### src/rtl/divider_arbiter.sv
// Round-robin front end for a pipelined divider: arbitrates requesters, issues
// operands, tracks ownership with a tag pipeline and returns tagged responses.
module divider_arbiter #(
    parameter int NUM_REQ           = 4,
    parameter int DIVIDEND_BITDEPTH = 8,
    parameter int DIVISOR_BITDEPTH  = 8,
    parameter int LATENCY           = 8
) (
    input  logic                                  i_sclk,
    input  logic                                  i_rstn,
    input  logic                                  i_enable,
    input  logic [NUM_REQ-1:0]                    i_req_valid,
    output logic [NUM_REQ-1:0]                    o_req_ready,
    input  logic [NUM_REQ*DIVIDEND_BITDEPTH-1:0]  i_req_dividend,
    input  logic [NUM_REQ*DIVISOR_BITDEPTH-1:0]   i_req_divisor,
    output logic                                  o_div_valid,
    output logic [DIVIDEND_BITDEPTH-1:0]          o_div_dividend,
    output logic [DIVISOR_BITDEPTH-1:0]           o_div_divisor,
    input  logic                                  i_div_valid,
    input  logic [DIVIDEND_BITDEPTH-1:0]          i_div_quotient,
    input  logic [DIVIDEND_BITDEPTH-1:0]          i_div_remainder,
    output logic                                  o_rsp_valid,
    output logic [$clog2(NUM_REQ)-1:0]            o_rsp_id,
    output logic [DIVIDEND_BITDEPTH-1:0]          o_rsp_quotient,
    output logic [DIVIDEND_BITDEPTH-1:0]          o_rsp_remainder,
    output logic                                  o_rsp_dbz,
    output logic                                  o_err
);

    localparam int              ID_W    = $clog2(NUM_REQ);
    localparam int              DW      = DIVIDEND_BITDEPTH;
    localparam int              SW      = DIVISOR_BITDEPTH;
    localparam logic [ID_W:0]   NREQ_W  = (ID_W + 1)'(NUM_REQ);
    localparam logic [ID_W-1:0] LAST_ID = ID_W'(NUM_REQ - 1);

    logic [ID_W-1:0]    ptr_r;
    logic [ID_W-1:0]    ptr_nxt_s;
    logic [NUM_REQ-1:0] grant_s;
    logic [ID_W-1:0]    win_id_s;
    logic               found_s;
    logic               hit_s;
    logic [ID_W:0]      sum_s;
    logic [ID_W-1:0]    idx_s;
    logic               accept_s;
    logic [DW-1:0]      sel_dividend_s;
    logic [SW-1:0]      sel_divisor_s;
    logic               dbz_s;

    logic [ID_W-1:0]    issue_id_r;
    logic               issue_dbz_r;
    logic               cap_valid_r;
    logic [ID_W-1:0]    cap_id_r;
    logic               cap_dbz_r;
    logic [LATENCY-1:0]           tag_valid_r;
    logic [LATENCY-1:0][ID_W-1:0] tag_id_r;
    logic [LATENCY-1:0]           tag_dbz_r;
    logic               tag_out_valid_s;
    logic               rsp_fire_s;
    logic               mismatch_s;

    // Round-robin search from ptr_r upward with wrap; first valid requester wins.
    always_comb begin
        win_id_s = '0;
        found_s  = 1'b0;
        hit_s    = 1'b0;
        sum_s    = '0;
        idx_s    = '0;
        for (int i = 0; i < NUM_REQ; i++) begin
            sum_s    = {1'b0, ptr_r} + (ID_W + 1)'(i);
            sum_s    = (sum_s >= NREQ_W) ? (sum_s - NREQ_W) : sum_s;
            idx_s    = sum_s[ID_W-1:0];
            hit_s    = i_req_valid[idx_s] & ~found_s;
            win_id_s = hit_s ? idx_s : win_id_s;
            found_s  = found_s | hit_s;
        end
        grant_s   = (i_enable && found_s) ? ({{(NUM_REQ-1){1'b0}}, 1'b1} << win_id_s) : '0;
        ptr_nxt_s = (win_id_s == LAST_ID) ? '0 : (win_id_s + 1'b1);
    end

    assign o_req_ready     = grant_s;
    assign accept_s        = |grant_s;
    assign sel_dividend_s  = i_req_dividend[int'(win_id_s)*DW +: DW];
    assign sel_divisor_s   = i_req_divisor[int'(win_id_s)*SW +: SW];
    assign dbz_s           = (sel_divisor_s == '0);

    // Issue stage: registered operands and owner tag of the accepted request.
    always_ff @(posedge i_sclk or negedge i_rstn) begin
        if (!i_rstn) begin
            ptr_r          <= '0;
            o_div_valid    <= 1'b0;
            o_div_dividend <= '0;
            o_div_divisor  <= '0;
            issue_id_r     <= '0;
            issue_dbz_r    <= 1'b0;
        end else begin
            o_div_valid <= accept_s;
            if (accept_s) begin
                ptr_r          <= ptr_nxt_s;
                o_div_dividend <= sel_dividend_s;
                o_div_divisor  <= sel_divisor_s;
                issue_id_r     <= win_id_s;
                issue_dbz_r    <= dbz_s;
            end
        end
    end

    // Tag pipeline: the cap stage mirrors the divider's input capture, then
    // LATENCY stages track its internal pipeline so the tag exits with the result.
    always_ff @(posedge i_sclk or negedge i_rstn) begin
        if (!i_rstn) begin
            cap_valid_r <= 1'b0;
            cap_id_r    <= '0;
            cap_dbz_r   <= 1'b0;
            tag_valid_r <= '0;
            tag_id_r    <= '0;
            tag_dbz_r   <= '0;
        end else begin
            cap_valid_r    <= o_div_valid;
            cap_id_r       <= issue_id_r;
            cap_dbz_r      <= issue_dbz_r;
            tag_valid_r[0] <= cap_valid_r;
            tag_id_r[0]    <= cap_id_r;
            tag_dbz_r[0]   <= cap_dbz_r;
            for (int k = 1; k < LATENCY; k++) begin
                tag_valid_r[k] <= tag_valid_r[k-1];
                tag_id_r[k]    <= tag_id_r[k-1];
                tag_dbz_r[k]   <= tag_dbz_r[k-1];
            end
        end
    end

    assign tag_out_valid_s = tag_valid_r[LATENCY-1];
    assign rsp_fire_s      = i_div_valid & tag_out_valid_s;
    assign mismatch_s      = i_div_valid ^ tag_out_valid_s;

    // Response register; a result without a tag (or vice versa) is dropped and flagged.
    always_ff @(posedge i_sclk or negedge i_rstn) begin
        if (!i_rstn) begin
            o_rsp_valid     <= 1'b0;
            o_rsp_id        <= '0;
            o_rsp_quotient  <= '0;
            o_rsp_remainder <= '0;
            o_rsp_dbz       <= 1'b0;
            o_err           <= 1'b0;
        end else begin
            o_rsp_valid <= rsp_fire_s;
            if (rsp_fire_s) begin
                o_rsp_id        <= tag_id_r[LATENCY-1];
                o_rsp_dbz       <= tag_dbz_r[LATENCY-1];
                o_rsp_quotient  <= i_div_quotient;
                o_rsp_remainder <= i_div_remainder;
            end
            if (mismatch_s) begin
                o_err <= 1'b1;
            end
        end
    end

endmodule

### config.mk
export PLATFORM = sky130hd
export DESIGN_NAME = divider_arbiter
export DESIGN_NICKNAME = d
export VERILOG_FILES = /design/src/rtl/divider_arbiter.sv
export SDC_FILE = /design/constraint.sdc
export NUM_CORES = 1
export LEC_CHECK = 0
export CORE_ASPECT_RATIO = 0.6
export CORE_MARGIN = 2
export CORE_UTILIZATION = 40
export CTS_BUF_LIST = sky130_fd_sc_hd__clkbuf_16
export DETAILED_ROUTE_END_ITERATION = 8
export GPL_TIMING_DRIVEN = 0
export PLACE_DENSITY = 0.86
export SYNTH_ARGS = -nofsm -noshare
export SYNTH_HDL_FRONTEND = slang
export SYNTH_SLANG_ARGS = --single-unit
### constraint.sdc
create_clock -name i_sclk -period 5.4 [get_ports i_sclk]
set_input_delay 0.54 -clock i_sclk [delete_from_list [all_inputs] [get_ports i_sclk]]
set_output_delay 0.54 -clock i_sclk [all_outputs]
set_load 0.1 [all_outputs]
* Word level (Yosys, flattened, before mapping)
Cells that the tools add are included.
Storage, ports and cells: register bits 79, input bits 88, word-level logic and storage cells 77
Cells by class: $add $sub $neg 8, magnitude comparators 8, equal/unequal tests 1, shift operators 3, muxes and demuxes 18, bitwise operators 11, reductions and logical operators 3
Operators with widths (count):
- $shiftx A32 B6 Y8 | 2
- $mux W2 | 9
- $lt A2 B3 Y1 const B | 4
- $ge A3 B3 Y1 const B | 3
- $bmux W1 S2 | 4
- $logic_not A8 Y1 | 1
- $sub A2 B1 Y2 const B | 4
- $add A2 B2 Y3 const B | 2
- $and A1 B1 Y1 | 4
- $mux W1 | 4
- $mux W4 | 1
- $reduce_or A4 Y1 | 1
- $shl A1 B2 Y4 const A | 1
- $add A2 B1 Y3 const B | 1
- $ge A2 B3 Y1 const B | 1
- $not A1 Y1 | 3
- $or A1 B1 Y1 | 3
- $add A2 B1 Y2 const B | 1
- $eq A2 B2 Y1 const B | 1
- $logic_and A1 B1 Y1 | 1
- $xor A1 B1 Y1 | 1

* Depth between registers and ports, before layout
depth in word-level cells 16, mapped depth 12

* Least setup slack after synthesis
Ideal clock, no wire load.
kind input to register, start input i_req_valid[2], end register ptr_r[1], library setup time 0.120 ns, arrival time 3.471 ns, setup slack 1.809 ns, stages 12, path through nor2b_1 nor2_1 o22ai_1 a21oi_2 buf_2 clkbuf_1 inv_1 ha_1 o41ai_1 clkinv_1 nand2_1 nand2_1
Between the ends: cells in the longest elaborated chain, start to end 14
Ends and longest elaborated chain:
- start: declaration | line 12 | input logic [NUM_REQ-1:0] i_req_valid,
- $bmux W1 S2 | line 72 | hit_s = i_req_valid[idx_s] & ~found_s;
- $mux W1 (not written as such) | line 72
- $not A1 Y1 | line 72
- $and A1 B1 Y1 | line 72
- $or A1 B1 Y1 | line 74 | found_s = found_s | hit_s;
- $not A1 Y1 | line 72
- $and A1 B1 Y1 | line 72
- $or A1 B1 Y1 | line 74
- $not A1 Y1 | line 72
- $and A1 B1 Y1 | line 72
- $mux W2 * | line 73 | win_id_s = hit_s ? idx_s : win_id_s;
- via win_id_s[0] | line 39 | logic [ID_W-1:0] win_id_s;
- $shl A1 B2 Y4 * | line 76 | grant_s = (i_enable && found_s) ? ({{(NUM_REQ-1){1'b0}}, 1'b1} << win_id_s) : '0;
- $mux W4 * | line 76
- $reduce_or A4 Y1 * | line 81 | assign accept_s = |grant_s;
- via accept_s | line 44 | logic accept_s;
- end signal: assignment | line 98 | ptr_r <= ptr_nxt_s;
- end: declaration | line 36 | logic [ID_W-1:0] ptr_r;
The timed path passes the listed nets; every way through them passes the cells marked *. The select of a mux whose other input is x is not followed. A chain may end at the register's enable or synchronous reset.

* Final worst setup path
start input i_req_valid[2], end output o_req_ready[2]
Between the ends: cells in the longest elaborated chain, start to end 13
Ends and longest elaborated chain:
- $bmux W1 S2 | line 72
- $mux W1 (not written as such) | line 72
- $not A1 Y1 | line 72
- $and A1 B1 Y1 | line 72
- $or A1 B1 Y1 | line 74
- $not A1 Y1 | line 72
- $and A1 B1 Y1 | line 72
- $or A1 B1 Y1 | line 74
- $not A1 Y1 | line 72
- $and A1 B1 Y1 | line 72
- $mux W2 * | line 73
- via win_id_s[0] | line 39
- $shl A1 B2 Y4 * | line 76
- $mux W4 * | line 76
- end: declaration | line 13 | output logic [NUM_REQ-1:0] o_req_ready,
Marks and branches as above.

==> out/metrics.cfg <==
[outcome]
result_of_the_run=complete, no violations

[layout]
final_design_area_no_fill_um2=4930
total_area_of_sequential_cells_um2=1980
antennaDiodeCount=0
nFillCells=629
area_delta_synth_final_pct=55.9
final_layout_size_suffix_gt1_frac=0.106
num-nets-final=504
multi_input_comb_area_um2=1090

[floorplan]
row_count=25
floorplan.die_area_um2=8650
core_area_um2=7760
die_height_um=72.9
top_level_ports=130
die_w_um=119
initial_utilization=0.407

[flow_run]
timing.max_cap.violations=0

[sta]
number_of_pins_with_negative_max_slew_slack_in_the_final_report=0
setup_total_negative_slack_ns=0
max_slew_margin=0.221
worst_pin_slew_ns=1.15
grt_setup_unrepaired=false
share_of_the_cycle_needed_by_the_critical_path_after_routing=0.879
hold_violations=0
total_setup_violations_reported_at_the_end_of_the_flow=0
layout_min_cycle_time_ns=4.74
fmax_ghz=0.211
finalClockSkew_ns=0.00570

[yosys]
synth.cell_area_um2=3160
part_of_the_yosys_area_used_for_sequential_elements=0.625
syn-mean-instance-area_um2=11.7
synthDominantCellAreaShare=0.625
syn_nets=363
synthDominantAreaCellType=sky130_fd_sc_hd__dfrtp_1
yosysWarnings=0
synth.distinct_cells=28
syn-instance-count=270
synth_area_leaders=sky130_fd_sc_hd__dfrtp_1 63%, sky130_fd_sc_hd__nand2_1 9.4%, sky130_fd_sc_hd__mux2i_1 7.6%, sky130_fd_sc_hd__mux2_2 6.8%, sky130_fd_sc_hd__o21ai_0 2.9%
synth.ff_latch_count=79

[critical_path]
setup.worst_path.end_class=output pin
timing_worst_setup_path_type=in -> out
critical_path_arrival_ns=4.20
start_kind=input port
worstPathMaxFanout=11
critical_path_required_ns=4.86

[cts]
cts_hold_buffers=0
cts.clk_slew.worst_paths_ns=0.05
postCtsResizedCells=0
clock_tree_from_tritoncts=done
cts_sinks=79
cts_inserted_buffers=9
worst_skew_pair_latency_ns=0.32
ctsHtreeMaxLevel=3
postCtsSetupBuffers=0
cts_root_buffer=sky130_fd_sc_hd__clkbuf_16
max-clock-path-buffers=2

[power_and_ir_drop]
p_comb_frac=0.547
power.internal_uw=1720
worst_ir_drop_vdd_mv=0.310
power.leakage_uw=0.00224
p_switching_uw=1690
share_seq_of_total_power=0.272
power-per-cell-area_nw_per_um2=691
clock_power_share=0.181
switching_share=0.496

[routing]
vias_per_cell=4.73
drc=0
drt_pass1_iterations=4
dr.first_iter.drc_count=82
routedWlPerCell_um=13.6
ant_nets=0
dr_total_vias=2479
wirelength_um=7130

[grt]
globalRouteTotalUtil=0.177
number_of_global_route_vias_before_repair=2443
globalRouteOverflowTotal=0
grt_pass1_wl_um=11800
initial_antenna_violation_count=0
maximum_number_of_pins_on_one_net_before_global_route_repair=50

[placed_design]
dpl_cell_area_um2=4610
post-dp-hpwl_um=5540
routabilityCongestion=0.789
buffer_ports.inserted=129

[hold_path]
hp-class=in -> async

-- final cells by class --
type	count	share of cell area
Clock buffer	9	0.0457
Tap cell	108	0.0274
Sequential cell	79	0.401
Clock inverter	7	0.0180
Inverter	5	0.00381
Timing Repair Buffer	130	0.267
Buffer	12	0.0147
Multi-Input combinational cell	174	0.222
-- power groups by stage --
stage / Clock [uW] / Sequential, uW / Combinational (uW)
after floorplan: 0 / 1870 / 441
after global placement: 0 / 925 / 1840
after detailed placement: 0 / 938 / 1870
after CTS: 633 / 930 / 1870
after global routing: 658 / 956 / 1950
final: 616 / 926 / 1860
-- synth_stat cells --
master                     number
sky130_fd_sc_hd__dfrtp_1       79
sky130_fd_sc_hd__nand2_1       79
sky130_fd_sc_hd__mux2i_1       24
sky130_fd_sc_hd__mux2_2        19
sky130_fd_sc_hd__o21ai_0       18
sky130_fd_sc_hd__nand3_1        8
sky130_fd_sc_hd__clkbuf_1       6
sky130_fd_sc_hd__ha_1           5
sky130_fd_sc_hd__and2_1         4
sky130_fd_sc_hd__buf_2          3
sky130_fd_sc_hd__inv_1          3
sky130_fd_sc_hd__nor2_1         3
sky130_fd_sc_hd__clkinv_1       2
sky130_fd_sc_hd__nor2b_1        2
sky130_fd_sc_hd__or4_1          2
sky130_fd_sc_hd__a21oi_1        1
sky130_fd_sc_hd__a21oi_2        1
sky130_fd_sc_hd__a221o_1        1
sky130_fd_sc_hd__a22o_1         1
sky130_fd_sc_hd__buf_1          1
sky130_fd_sc_hd__buf_12         1
sky130_fd_sc_hd__buf_6          1
sky130_fd_sc_hd__o21a_1         1
sky130_fd_sc_hd__o22ai_1        1
sky130_fd_sc_hd__o31ai_2        1
sky130_fd_sc_hd__o41a_1         1
sky130_fd_sc_hd__o41ai_1        1
sky130_fd_sc_hd__or2_2          1
-- layer usage --
metal  global-route usage  vias up  share of wire
met5                    0        -              0
li1                     -     1184              -
met3               0.0609        6          0.085
met4               0.0595        0         0.0093
met2                0.271      109           0.46
met1                0.239     1180           0.45
-- worst paths after layout --
path | from | to | slack (ns) | cells after the start
worst max-delay path | i_req_valid[2] | o_req_ready[2] | 0.66 | 11
worst min-delay path | i_rstn | o_rsp_quotient[1]$_DFFE_PN0P_ | 0.15 | 1
worst max register to register | ptr_r[0]$_DFFE_PN0P_ | ptr_r[1]$_DFFE_PN0P_ | 1.17 | 11
worst min register to register | tag_dbz_r[1]$_DFF_PN0_ | tag_dbz_r[2]$_DFF_PN0_ | 0.35 | 0
max in group asynchronous | i_rstn | tag_dbz_r[0]$_DFF_PN0_ | 4.68 | 2
min in group i_sclk | tag_dbz_r[1]$_DFF_PN0_ | tag_dbz_r[2]$_DFF_PN0_ | 0.35 | 0
-- logic make-up (layout without fill, tap and decap cells) --
kind of cell / count (synthesis) / in the layout / share of synthesized area
fa+ha+maj: 5 / 5 / 0.0198
compound gates: 27 / 27 / 0.0534
flops: 79 / 79 / 0.625
simple gates: 99 / 99 / 0.129
mux: 43 / 43 / 0.144
buf+inv: 17 / 163 / 0.0289
-- flip-flops by register name, summed over array words and instances, names as in the netlist, 2 cells and up --
signal,count
o_rsp_quotient,8
o_div_dividend,8
tag_id_r,16
o_rsp_remainder,8
issue_id_r,2
tag_valid_r,8
o_rsp_id,2
cap_id_r,2
tag_dbz_r,8
o_div_divisor,8
ptr_r,2
-- cells in the final DEF (no fill, tap or decap), types with 2 or more instances in the layout --
cell / synthesis / layout
sky130_fd_sc_hd__or4_1: 2 / 2
sky130_fd_sc_hd__clkinvlp_4: 0 / 2
sky130_fd_sc_hd__nor2b_1: 2 / 2
sky130_fd_sc_hd__dfrtp_1: 79 / 79
sky130_fd_sc_hd__nand2_1: 79 / 79
sky130_fd_sc_hd__nor2_1: 3 / 3
sky130_fd_sc_hd__mux2i_1: 24 / 24
sky130_fd_sc_hd__inv_1: 3 / 4
sky130_fd_sc_hd__clkinv_2: 0 / 2
sky130_fd_sc_hd__mux2_2: 19 / 19
sky130_fd_sc_hd__ha_1: 5 / 5
sky130_fd_sc_hd__buf_2: 3 / 3
sky130_fd_sc_hd__bufinv_16: 0 / 2
sky130_fd_sc_hd__clkbuf_16: 0 / 9
sky130_fd_sc_hd__and2_1: 4 / 4
sky130_fd_sc_hd__clkdlybuf4s50_1: 0 / 128
sky130_fd_sc_hd__o21ai_0: 18 / 18
sky130_fd_sc_hd__clkinv_1: 2 / 2
sky130_fd_sc_hd__nand3_1: 8 / 8
sky130_fd_sc_hd__clkbuf_1: 6 / 6
-- critical path, stage by stage --
cell and delay (ns):
sky130_fd_sc_hd__clkdlybuf4s50_1 0.46, sky130_fd_sc_hd__nor2b_1 0.18, sky130_fd_sc_hd__nor2_1 0.13, sky130_fd_sc_hd__o22ai_1 0.11, sky130_fd_sc_hd__a21oi_2 0.47, sky130_fd_sc_hd__buf_2 0.34
sky130_fd_sc_hd__clkbuf_1 0.41, sky130_fd_sc_hd__inv_1 0.17, sky130_fd_sc_hd__ha_1 0.25, sky130_fd_sc_hd__and2_1 0.15, sky130_fd_sc_hd__clkdlybuf4s50_1 0.98
-- through the flow --
stage | utilization | hold WS [ns] | setup WS [ns] | cells | power [uW]
2_1_floorplan | - | 0.244 | 1.81 | 270 | 2310
3_3_place_gp | 0.591 | 0.334 | 0.588 | 507 | 2770
3_5_place_dp | 0.595 | 0.335 | 0.417 | 508 | 2810
4_1_cts | 0.635 | 0.154 | 0.650 | 524 | 3440
5_1_grt | 0.635 | 0.172 | 0.199 | 524 | 3570
6_report | 0.635 | 0.151 | 0.655 | 524 | 3400
(Power assumes the default switching activity.)
